<file path="src/rtl/cl_pcim_ot_limiter.sv">
// PCIM outstanding-transaction limiter.
// Gates AW/AR issue against registered outstanding counts and a drain FSM.
// It also watches B / R-last completions to track outstanding counts,
// per-direction response timeouts, and counter underflow.

// Per-direction tracker: outstanding count, idle timer, sticky timeout.
module cl_pcim_ot_dir #(
  parameter int MAX_OT = 16
) (
  input  logic        aclk,
  input  logic        rst,
  input  logic        issue_i,
  input  logic        cmpl_i,
  input  logic        clr_err_i,
  input  logic [31:0] cfg_timeout_i,
  output logic [7:0]  cnt_o,
  output logic        full_o,
  output logic        timeout_o,
  output logic        uflow_o
);
  logic [7:0]  cnt_q, cnt_d;
  logic [31:0] idle_q, idle_d;
  logic        to_q, to_d;

  // Count update: issue and completion in the same cycle cancel out.
  // A completion with nothing outstanding holds the count at 0 and flags underflow.
  always_comb begin
    cnt_d   = cnt_q;
    uflow_o = 1'b0;
    if (issue_i && !cmpl_i) begin
      cnt_d = cnt_q + 8'd1;
    end else if (cmpl_i && !issue_i) begin
      if (cnt_q == 8'd0) uflow_o = 1'b1;
      else               cnt_d   = cnt_q - 8'd1;
    end
  end

  // Idle timer: counts cycles with traffic outstanding but no completion.
  // The timer saturates at all-ones.
  always_comb begin
    idle_d = idle_q;
    if (clr_err_i || cnt_q == 8'd0 || cmpl_i) idle_d = '0;
    else if (idle_q != '1)                    idle_d = idle_q + 32'd1;
  end

  // Sticky timeout. A set in the same cycle as clr_err wins.
  always_comb begin
    to_d = to_q;
    if (cfg_timeout_i != 32'd0 && idle_q == cfg_timeout_i) to_d = 1'b1;
    else if (clr_err_i)                                    to_d = 1'b0;
  end

  // Register the tracker state.
  always_ff @(posedge aclk) begin
    if (rst) begin
      cnt_q  <= '0;
      idle_q <= '0;
      to_q   <= 1'b0;
    end else begin
      cnt_q  <= cnt_d;
      idle_q <= idle_d;
      to_q   <= to_d;
    end
  end

  assign cnt_o     = cnt_q;
  assign full_o    = (cnt_q == 8'(MAX_OT));
  assign timeout_o = to_q;
endmodule

module cl_pcim_ot_limiter #(
  parameter int MAX_WR_OT = 16,
  parameter int MAX_RD_OT = 32,
  parameter int AXD_W     = 91
) (
  input  logic             aclk,
  input  logic             rst,
  input  logic             s_aw_valid,
  output logic             s_aw_ready,
  input  logic [AXD_W-1:0] s_aw_data,
  output logic             m_aw_valid,
  input  logic             m_aw_ready,
  output logic [AXD_W-1:0] m_aw_data,
  input  logic             s_ar_valid,
  output logic             s_ar_ready,
  input  logic [AXD_W-1:0] s_ar_data,
  output logic             m_ar_valid,
  input  logic             m_ar_ready,
  output logic [AXD_W-1:0] m_ar_data,
  input  logic             b_valid,
  input  logic             b_ready,
  input  logic             r_valid,
  input  logic             r_ready,
  input  logic             r_last,
  input  logic [31:0]      cfg_timeout,
  input  logic             drain_req,
  input  logic             clr_err,
  output logic [7:0]       wr_ot_cnt,
  output logic [7:0]       rd_ot_cnt,
  output logic             drain_done,
  output logic             wr_timeout,
  output logic             rd_timeout,
  output logic             ot_underflow
);
  localparam logic [1:0] ST_RUN     = 2'd0;
  localparam logic [1:0] ST_DRAIN   = 2'd1;
  localparam logic [1:0] ST_DRAINED = 2'd2;

  logic [1:0] state_q, state_d;
  logic       drain_done_q, uf_q;
  logic       wr_full, rd_full, wr_block, rd_block;
  logic       wr_issue, rd_issue, b_cmpl, r_cmpl, wr_uf, rd_uf;

  // Payloads pass straight through; only the handshakes are gated.
  assign m_aw_data = s_aw_data;
  assign m_ar_data = s_ar_data;

  // Gating looks only at registered count and state. A slot freed this cycle is not reused until next cycle.
  assign wr_block   = wr_full | (state_q != ST_RUN);
  assign rd_block   = rd_full | (state_q != ST_RUN);
  assign m_aw_valid = s_aw_valid & ~wr_block;
  assign s_aw_ready = m_aw_ready & ~wr_block;
  assign m_ar_valid = s_ar_valid & ~rd_block;
  assign s_ar_ready = m_ar_ready & ~rd_block;

  assign wr_issue = m_aw_valid & m_aw_ready;
  assign rd_issue = m_ar_valid & m_ar_ready;
  assign b_cmpl   = b_valid & b_ready;
  assign r_cmpl   = r_valid & r_ready & r_last;

  cl_pcim_ot_dir #(.MAX_OT(MAX_WR_OT)) u_wr (
    .aclk(aclk), .rst(rst), .issue_i(wr_issue), .cmpl_i(b_cmpl),
    .clr_err_i(clr_err), .cfg_timeout_i(cfg_timeout),
    .cnt_o(wr_ot_cnt), .full_o(wr_full), .timeout_o(wr_timeout), .uflow_o(wr_uf)
  );

  cl_pcim_ot_dir #(.MAX_OT(MAX_RD_OT)) u_rd (
    .aclk(aclk), .rst(rst), .issue_i(rd_issue), .cmpl_i(r_cmpl),
    .clr_err_i(clr_err), .cfg_timeout_i(cfg_timeout),
    .cnt_o(rd_ot_cnt), .full_o(rd_full), .timeout_o(rd_timeout), .uflow_o(rd_uf)
  );

  // Drain FSM. Dropping drain_req always returns to RUN, even mid-drain.
  always_comb begin
    state_d = state_q;
    case (state_q)
      ST_RUN:     if (drain_req) state_d = ST_DRAIN;
      ST_DRAIN: begin
        if (!drain_req)                                 state_d = ST_RUN;
        else if (wr_ot_cnt == 8'd0 && rd_ot_cnt == 8'd0) state_d = ST_DRAINED;
      end
      ST_DRAINED: if (!drain_req) state_d = ST_RUN;
      default:    state_d = ST_RUN;
    endcase
  end

  // Register the FSM, drain_done, and sticky underflow. A set in the same cycle as clr_err wins.
  always_ff @(posedge aclk) begin
    if (rst) begin
      state_q      <= ST_RUN;
      drain_done_q <= 1'b0;
      uf_q         <= 1'b0;
    end else begin
      state_q      <= state_d;
      drain_done_q <= (state_d == ST_DRAINED);
      if (wr_uf || rd_uf) uf_q <= 1'b1;
      else if (clr_err)   uf_q <= 1'b0;
    end
  end

  assign drain_done   = drain_done_q;
  assign ot_underflow = uf_q;
endmodule

</file>
<file path="config.mk">
export PLATFORM = sky130hd
export DESIGN_NAME = cl_pcim_ot_limiter
export DESIGN_NICKNAME = d
export VERILOG_FILES = /design/src/rtl/cl_pcim_ot_limiter.sv
export SDC_FILE = /design/constraint.sdc
export NUM_CORES = 1
export LEC_CHECK = 0
export ABC_AREA = 1
export CAP_MARGIN = 20
export CORE_AREA = 2 2 169 171
export CTS_CLUSTER_SIZE = 40
export DETAILED_ROUTE_END_ITERATION = 7
export DIE_AREA = 0 0 171 173
export DONT_BUFFER_PORTS = 1
export PLACE_DENSITY = 0.38
export SLEW_MARGIN = 20
export SYNTH_ARGS = -nofsm -noshare
export SYNTH_HDL_FRONTEND = slang
export SYNTH_SLANG_ARGS = --single-unit
</file>
<file path="constraint.sdc">
create_clock -name aclk -period 5.72 [get_ports aclk]
set_clock_uncertainty 0.15 [all_clocks]
set_input_delay 1.43 -clock aclk [delete_from_list [all_inputs] [get_ports aclk]]
set_output_delay 1.43 -clock aclk [all_outputs]
set_load 0.01 [all_outputs]
</file>
# Word-level counts from Yosys, hierarchy flattened
# Cells that the tools add are included.
# op_classes
eq_ne	11
n_bitwise	13
n_reduce_logical	30
n_addsub	6
muxes	21
# ops
operator	n
adder 32 x 1 -> 32 bit, second input constant	2
== test 32 bit	2
!= test 32 bit, second input constant	2
2-to-1 mux 8 bit	6
nonzero test 32 bit	1
adder 8 x 1 -> 8 bit, second input constant	2
logical NOT 8 bit	2
subtractor 8 x 1 -> 8 bit, second input constant	2
nonzero test 2 bit	6
2-to-1 mux 1 bit	10
bitwise AND 1 bit	9
== test 8 x 5 -> 1 bit, second input constant	1
== test 8 x 6 -> 1 bit, second input constant	1
2-to-1 mux 2 bit	4
logical AND 1 bit	7
one-hot mux 2 bit (3 select lines)	1
logical OR 1 bit	5
== test 2 bit, second input constant	2
logical NOT 1 bit	4
!= test 2 x 1 -> 1 bit, second input constant	2
AND reduction 2 bit	2
OR reduction 2 bit	2
== test 2 x 1 -> 1 bit, second input constant	1
logical NOT 2 bit	1
other kinds (2)	4
# word_totals
input_bits	227
ff_bits	86
output_inout_bits	206
elab_cells	90

# Logic depth before layout (Yosys ltp)
# Gate-level depths: netlist of run 1.
# depth
word_depth	11
depth_mapped	19
ltp_nobuf	19

# Cells and area by module
# From an unflattened synthesis of run 1, not the netlist that was laid out.
# unflattened
hier_cells	1426
area_unflattened_um2	8406.8
# by_module_without_submodules
module	n_inst	area_per_inst_um2	seq_area_each_um2	cells_per_inst
cl_pcim_ot_dir at u_wr	1	3403.3	820.8	603
cl_pcim_ot_dir at u_rd	1	3370.7	820.8	590
cl_pcim_ot_limiter	1	1632.8	80.1	233

# Worst setup path after synthesis of run 1
# OpenSTA, ideal clock, no wires.
# synth_path
path_type	input -> register
startpoint	in m_ar_ready
endpoint	reg u_rd.cnt_q[5], in the netlist u_rd.cnt_o[5]
t_required_ns	5.430
arrival_time_ns	3.098
stages	12
path_slack_ns	2.332
setup_ns	0.140
n_path_buf	0
cell_sequence	inv_1 nor2_1 nand2_1 inv_1 ha_1 inv_1 ha_1 or2_2 nand3_1 nand2_1 xnor2_1 a21oi_1
# synth_via
elab_chain_len	5
elab_cells_between_ends	8
cone_classes	1 x eq/ne; 1 x mux; 1 x bitwise; 5 x reduce/logical
# synth_lines
element	line	rtl
start, declared	88	input logic m_ar_ready,
bitwise AND 1 bit *	127	assign rd_issue = m_ar_valid & m_ar_ready;
logical NOT 1 bit	32	end else if (cmpl_i && !issue_i) begin
logical AND 1 bit	32	
nonzero test 2 bit (no source line)	n/a	
AND reduction 2 bit (no source line)	n/a	
end signal, assigned	60	cnt_q <= cnt_d;
end, declared	21	logic [7:0] cnt_q, cnt_d;
# Mark *: on every way between the ends. The rest lies on a longest branch, timed or not.
# A chain may end at the register's enable or synchronous reset.

# Worst setup path after layout of run 1
# Same ends and word-level chain as after synthesis.

==> impl_metrics.yaml, run 1 <==
status:
  status: "finished, final reports clean"
clock_tree:
  cts-resized-gates: 0
  cts_tree: "done"
  cts_max_path_buffers: 2
  clk_latency_ns: 0.35
  cts_root_buf: "clkbuf_16"
  htree_levels: 3
  cts_setup_buffers: 0
  cts.sinks: 86
  clk_pin_slew_ns: 0.07
  cts_buffers: 9
  ctsHoldBuffers: 0
yosys:
  syn_area_per_cell_um2: 5.896
  ys_warn_count: 0
  synth_edf_count: 0
  syn_inst: 1357
  syn-num-nets: 1604
  synth_flop_cell: "dfxtp_1"
  ys_ff_latch: 86
  synth_cell_type_count: 32
  async_flop_share: 0
  yosysSeqAreaShare: 0.2152
  netlist_area_um2: 8001
finish:
  n_antenna_cell: 0
  regArea_um2: 1722
  num-nets-final: 1421
  area_delta_synth_final_pct: -8.397
  stdcell_count: 1557
  drive_gt1_frac: 0.03732
  num-fill-cells: 3279
  multiInputGateArea_um2: 4116
setup_path:
  end_kind: "flip-flop"
  cp.required_ns: 5.77
  cp_common_cell: "inv_1"
  start_kind: "input pin"
  cp_max_fo: 10
  crit_type: "in -> reg"
  critPathSlowestCell: "ha_1"
  critPathMaxStageDelay_ns: 0.38
  arrival_ns: 3.33
  path_cells: "inv_1 -> nor2_1 -> nand2_1 -> inv_1 -> ha_1 -> inv_1 -> ha_1 -> or2_2 -> nand3_1 -> nand2_1 -> xnor2_1 -> a21oi_1"
route:
  drc: 0
  first_pass_iters: 4
  vias: 6992
  first_iter_violations: 461
  routed_wl_um: 26690
  ant_nets: 0
  wire_per_inst_um: 17.14
  drt-vias-per-instance: 4.491
power:
  vdd_ir_drop_max_v: 0.0001164
  power.static_leakage_nw: 3.254
  power_density_nw_per_um2: 249.0
die:
  die_area_um2: 29580
  io_pins: 433
  fp.coreArea_um2: 27630
  die_width_um: 171
  rows: 61
  die_y_um: 173
  initial_core_util: 0.2896
timing:
  setup_viol: 0
  period_needed_ns: 3.274
  grt_setup_unrepaired: "false"
  max_freq_ghz: 0.3055
  timing.slew.headroom: 0.3660
  drv_slew: 0
  tns_ns: 0
  finalCritPeriodShare: 0.5723
  hold_viol_final: 0
  tightest_slew_ns: 0.9510
placed_design:
  place_congestion: 0.8424
  dp_cells: 1541
  io_buffers: 0
  hpwl_um: 21490
grt:
  antenna_found_initial: 0
  grt_pass1_vias: 6743
  grt_max_degree: 33
  grt_first_pass_wirelength_um: 40070
  gr-usage-all-layers: 0.1807
  grt_overflow_total: 0
min_path:
  hold_class: "reg -> reg"
job:
  drv_cap: 0
cells in the final DEF (no fill, tap or decap), types with 2 or more instances in the layout:
master     synthesis  final
a21oi_1           29     29
a31oi_1           16     16
clkbuf_16          0      9
clkbuf_8           0      4
clkinv_2           0      2
dfxtp_1           86     86
fa_1               2      2
ha_1              18     18
inv_1            182    182
inv_2              4      4
nand2_1          448    448
nand2_2            4      4
nand2_4            2      2
nand3_1           83     83
nand3_2            2      2
nand3b_1           9      9
nand4_1            8      8
nor2_1           180    180
nor2_2             5      5
nor2_4             6      6
nor3_1             2      2
o21ai_0           35     35
or2_2              3      3
xnor2_1           25     25
xor2_1             8      8
through the flow:
| step | setup slack [ns] | cell area, um^2 | hold slack, ns | power, mW | util |
|---|---|---|---|---|---|
| final | 2.446 | 7330 | 0.3859 | 1.825 | 0.2653 |
| after CTS | 2.442 | 7330 | 0.3864 | 1.866 | 0.2653 |
| after floorplan | 2.332 | 8001 | 0.3235 | 1.211 | - |
| after global placement | 2.119 | 7009 | 0.3754 | 1.202 | 0.2537 |
| after detailed placement | 2.071 | 7009 | 0.3712 | 1.195 | 0.2537 |
| after global routing | 2.187 | 7330 | 0.4210 | 1.963 | 0.2653 |
worst paths after layout:
check	start	end	slack, ns	depth (start not counted)
setup / recovery	m_ar_ready	u_rd.cnt_o[5]$_SDFFE_PP0P_	2.45	12
hold / removal	u_rd.timeout_o$_SDFFE_PP0P_	u_rd.timeout_o$_SDFFE_PP0P_	0.39	2
setup reg to reg	u_rd.cnt_o[0]$_SDFFE_PP0P_	u_rd.cnt_o[5]$_SDFFE_PP0P_	2.69	14
hold reg to reg	u_rd.timeout_o$_SDFFE_PP0P_	u_rd.timeout_o$_SDFFE_PP0P_	0.39	2
critical path, delay by kind of cell:
family	cells	cell delay [ns]
compound gates	1	0.08
xor+xnor	1	0.15
fa+ha+maj	2	0.57
buf+inv	3	0.29
simple gates	5	0.82
power by group:
group	internal, mW	leakage, nW	switching (mW)	total, mW
Combinational	0.175	2.40	0.289	0.465
Sequential	0.634	0.696	0.0742	0.709
Clock	0.386	0.162	0.266	0.652
Total	1.20	3.25	0.630	1.83
cells by family (layout without fill, tap and decap cells):
kind of cell | count (synthesis) | after routing | synth area share
AND/OR/NAND/NOR | 755 | 755 | 0.3897
buffers and inverters | 380 | 202 | 0.2704
flip-flops | 86 | 86 | 0.2152
AO/OA/AOI/OAI | 83 | 83 | 0.05551
XOR/XNOR | 33 | 33 | 0.03612
adder cells (fa/ha/maj) | 20 | 20 | 0.03315
flip-flops by register name (all words and copies together), names as in the netlist:
signal	count
u_rd.timeout_o	1
u_rd.idle_q	32
u_wr.idle_q	32
state_q	2
drain_done	1
ot_underflow	1
u_wr.cnt_o	8
u_wr.timeout_o	1
u_rd.cnt_o	8
synthesized netlist by cell type (4+ instances only):
cell | instances | area share
nand2_1 | 448 | 0.21
buf_4 | 183 | 0.17
inv_1 | 182 | 0.085
nor2_1 | 180 | 0.084
dfxtp_1 | 86 | 0.22
nand3_1 | 83 | 0.052
o21ai_0 | 35 | 0.022
a21oi_1 | 29 | 0.018
xnor2_1 | 25 | 0.027
ha_1 | 18 | 0.028
a31oi_1 | 16 | 0.013
nand3b_1 | 9 | 0.0084
nand4_1 | 8 | 0.0063
xor2_1 | 8 | 0.0088
buf_6 | 6 | 0.0084
nor2_4 | 6 | 0.0084
nor2_2 | 5 | 0.0039
buf_2 | 4 | 0.0025
inv_2 | 4 | 0.0019
nand2_2 | 4 | 0.0031
per-layer routing:
metal,track usage,vias to the layer above,share of wire
met3,0.06821,58,0.097
met4,0.05403,2,0.018
met2,0.2703,268,0.42
met5,0.008361,-,0.0010
met1,0.2392,3075,0.47
li1,-,3589,-
area by class of cell:
type                       instances  share of cell area
clock buffer                      13             0.03824
sequential                        86              0.2349
tap                              378             0.06453
inverter                         186             0.09525
multi-input combinational        891              0.5616
clock inverter                     3            0.005463
Note: power is estimated with default switching activity, not from simulation.
==> run 2: changes to the inputs <==
Clock period 5.72 ns to 3.2 ns, I/O delays scaled along.
==> run 2 against run 1 <==
- setup slack worse by 2.1 ns
- largest power group unchanged
- sequential power is 71% higher
- largest cell class unchanged
- highest routed layer unchanged
- count of clock-buffer cells in the layout fell by 1
==> impl_metrics.yaml, run 2 (synthesized netlist as in run 1, its figures left out) <==
setup_path:
  cp_common_cell: "nand2_1"
  start_kind: "flip-flop"
  path_cells: "nor2_1 -> nand2_1 -> o21ai_0 -> nor2_1 -> nand2_1 -> inv_1 -> ha_1 -> inv_1 -> ha_1 -> or2_2 -> nand3_1 -> nand2_1 -> xnor2_1 -> a21oi_1"
  cp_max_fo: 10
  crit_buf_inv: 2
  crit_family: "simple AND/OR/NAND/NOR gates"
  arrival_ns: 2.95
  end_kind: "flip-flop"
  cp.required_ns: 3.29
  critPathSlowestCell: "dfxtp_1"
  crit_type: "reg -> reg"
  critPathMaxStageDelay_ns: 0.39
die:
  rows: 61
  die_y_um: 173
  initial_core_util: 0.2896
  die_area_um2: 29580
  die_width_um: 171
  fp.coreArea_um2: 27630
  io_pins: 433
finish:
  finish.instance_area_um2: 7376
  stdcell_count: 1570
  final_common_cell: "nand2_1"
  num-nets-final: 1434
  reg.largest.list: "u_rd.idle_q: 32 flops, u_wr.idle_q: 32 flops"
  num-fill-cells: 3261
  area_delta_synth_final_pct: -7.819
  most-common-layout-cells: "nand2_1 (448), inv_1 (182), nor2_1 (180)"
  drive_gt1_frac: 0.04614
  n_antenna_cell: 0
  fin_util: 0.2670
route:
  routed_wl_um: 26780
  first_iter_violations: 454
  drt-vias-per-instance: 4.489
  first_pass_iters: 5
  drc: 0
  wire_per_inst_um: 17.06
  vias: 7048
  ant_nets: 0
status:
  status: "finished, final reports clean"
clock_tree:
  htree_levels: 3
  cts_setup_buffers: 0
  ctsHoldBuffers: 0
  cts-resized-gates: 0
  cts_tree: "done"
  clk_pin_slew_ns: 0.06
  cts_max_path_buffers: 2
  clk_latency_ns: 0.35
  cts_buffers: 9
  cts_root_buf: "clkbuf_16"
  cts.sinks: 86
timing:
  hold_viol_final: 0
  drv_slew: 0
  setup_viol: 0
  max_freq_ghz: 0.3501
  period_needed_ns: 2.857
  grt_setup_unrepaired: "false"
  setup_ws_ns: 0.3433
  whs_ns: 0.3673
  tightest_slew_ns: 0.7377
  tns_ns: 0
  timing.slew.headroom: 0.5064
  finalCritPeriodShare: 0.8927
grt:
  grt_pass1_vias: 6720
  antenna_found_initial: 0
  grt_overflow_total: 0
  grt_first_pass_wirelength_um: 40190
  top_usage_layer: "met2"
  use_met3: 0.08286
  grt_use_met1: 0.2403
  gr-usage-all-layers: 0.1798
  grt_max_degree: 33
  grt.met2_usage: 0.2572
power:
  vdd_ir_drop_max_v: 0.0001972
  power.static_leakage_nw: 3.290
  finalPower_mw: 3.171
  power_density_nw_per_um2: 429.9
placed_design:
  place_congestion: 0.8457
  pre_cts_ws_ns: 0.3192
  hpwl_um: 21630
  place_area_um2: 7107
  dp_cells: 1554
  io_buffers: 0
min_path:
  hold_class: "in -> reg"
job:
  drv_cap: 0
==> run 2: cell count changes in the layout (fill, tap and decap cells not counted), sizes merged <==
cell,change
clkinvlp,+1
buf,+13
clkinv,+1
clkbuf,-1
bufinv,-1
==> run 2: cell type report <==
| cell class | count | area (um^2) | area share |
|---|---|---|---|
| clock inverters | 4 | 22.52 | 0.003053 |
| clock buffers | 12 | 246.5 | 0.03342 |
| inverters | 186 | 698.2 | 0.09466 |
| flip-flops and latches | 86 | 1722 | 0.2334 |
| multi-input cells | 891 | 4116 | 0.5581 |
| well taps | 378 | 473.0 | 0.06412 |
| repair buffers | 13 | 97.59 | 0.01323 |
==> run 2: worst paths after layout <==
kind                               startpoint                           to  slack, ns  depth (start not counted)
setup / recovery   u_rd.cnt_o[1]$_SDFFE_PP0P_   u_rd.cnt_o[5]$_SDFFE_PP0P_       0.34                         14
hold / removal                            rst   u_wr.cnt_o[7]$_SDFFE_PP0P_       0.37                          1
setup reg to reg   u_rd.cnt_o[1]$_SDFFE_PP0P_   u_rd.cnt_o[5]$_SDFFE_PP0P_       0.34                         14
hold reg to reg   u_wr.timeout_o$_SDFFE_PP0P_  u_wr.timeout_o$_SDFFE_PP0P_       0.38                          2
==> run 2: power by group <==
part / total [mW] / switching [mW] / internal (mW)
Sequential: 1.21 / 0.0772 / 1.13
Clock: 1.02 / 0.474 / 0.546
Combinational: 0.940 / 0.582 / 0.358
Total: 3.17 / 1.13 / 2.04
==> run 2: metal layers <==
metal | vias to the layer above | part of all wire
li1 | 3612 | -
met1 | 3111 | 0.47
met2 | 257 | 0.41
met3 | 66 | 0.10
met4 | 2 | 0.021
met5 | - | 0.0010
==> run 3: changes to the inputs <==
Settings changed: SLEW_MARGIN 20 to 30.
==> results of run 3 <==
Final layout, timing and power as in run 2 (identical DEF).
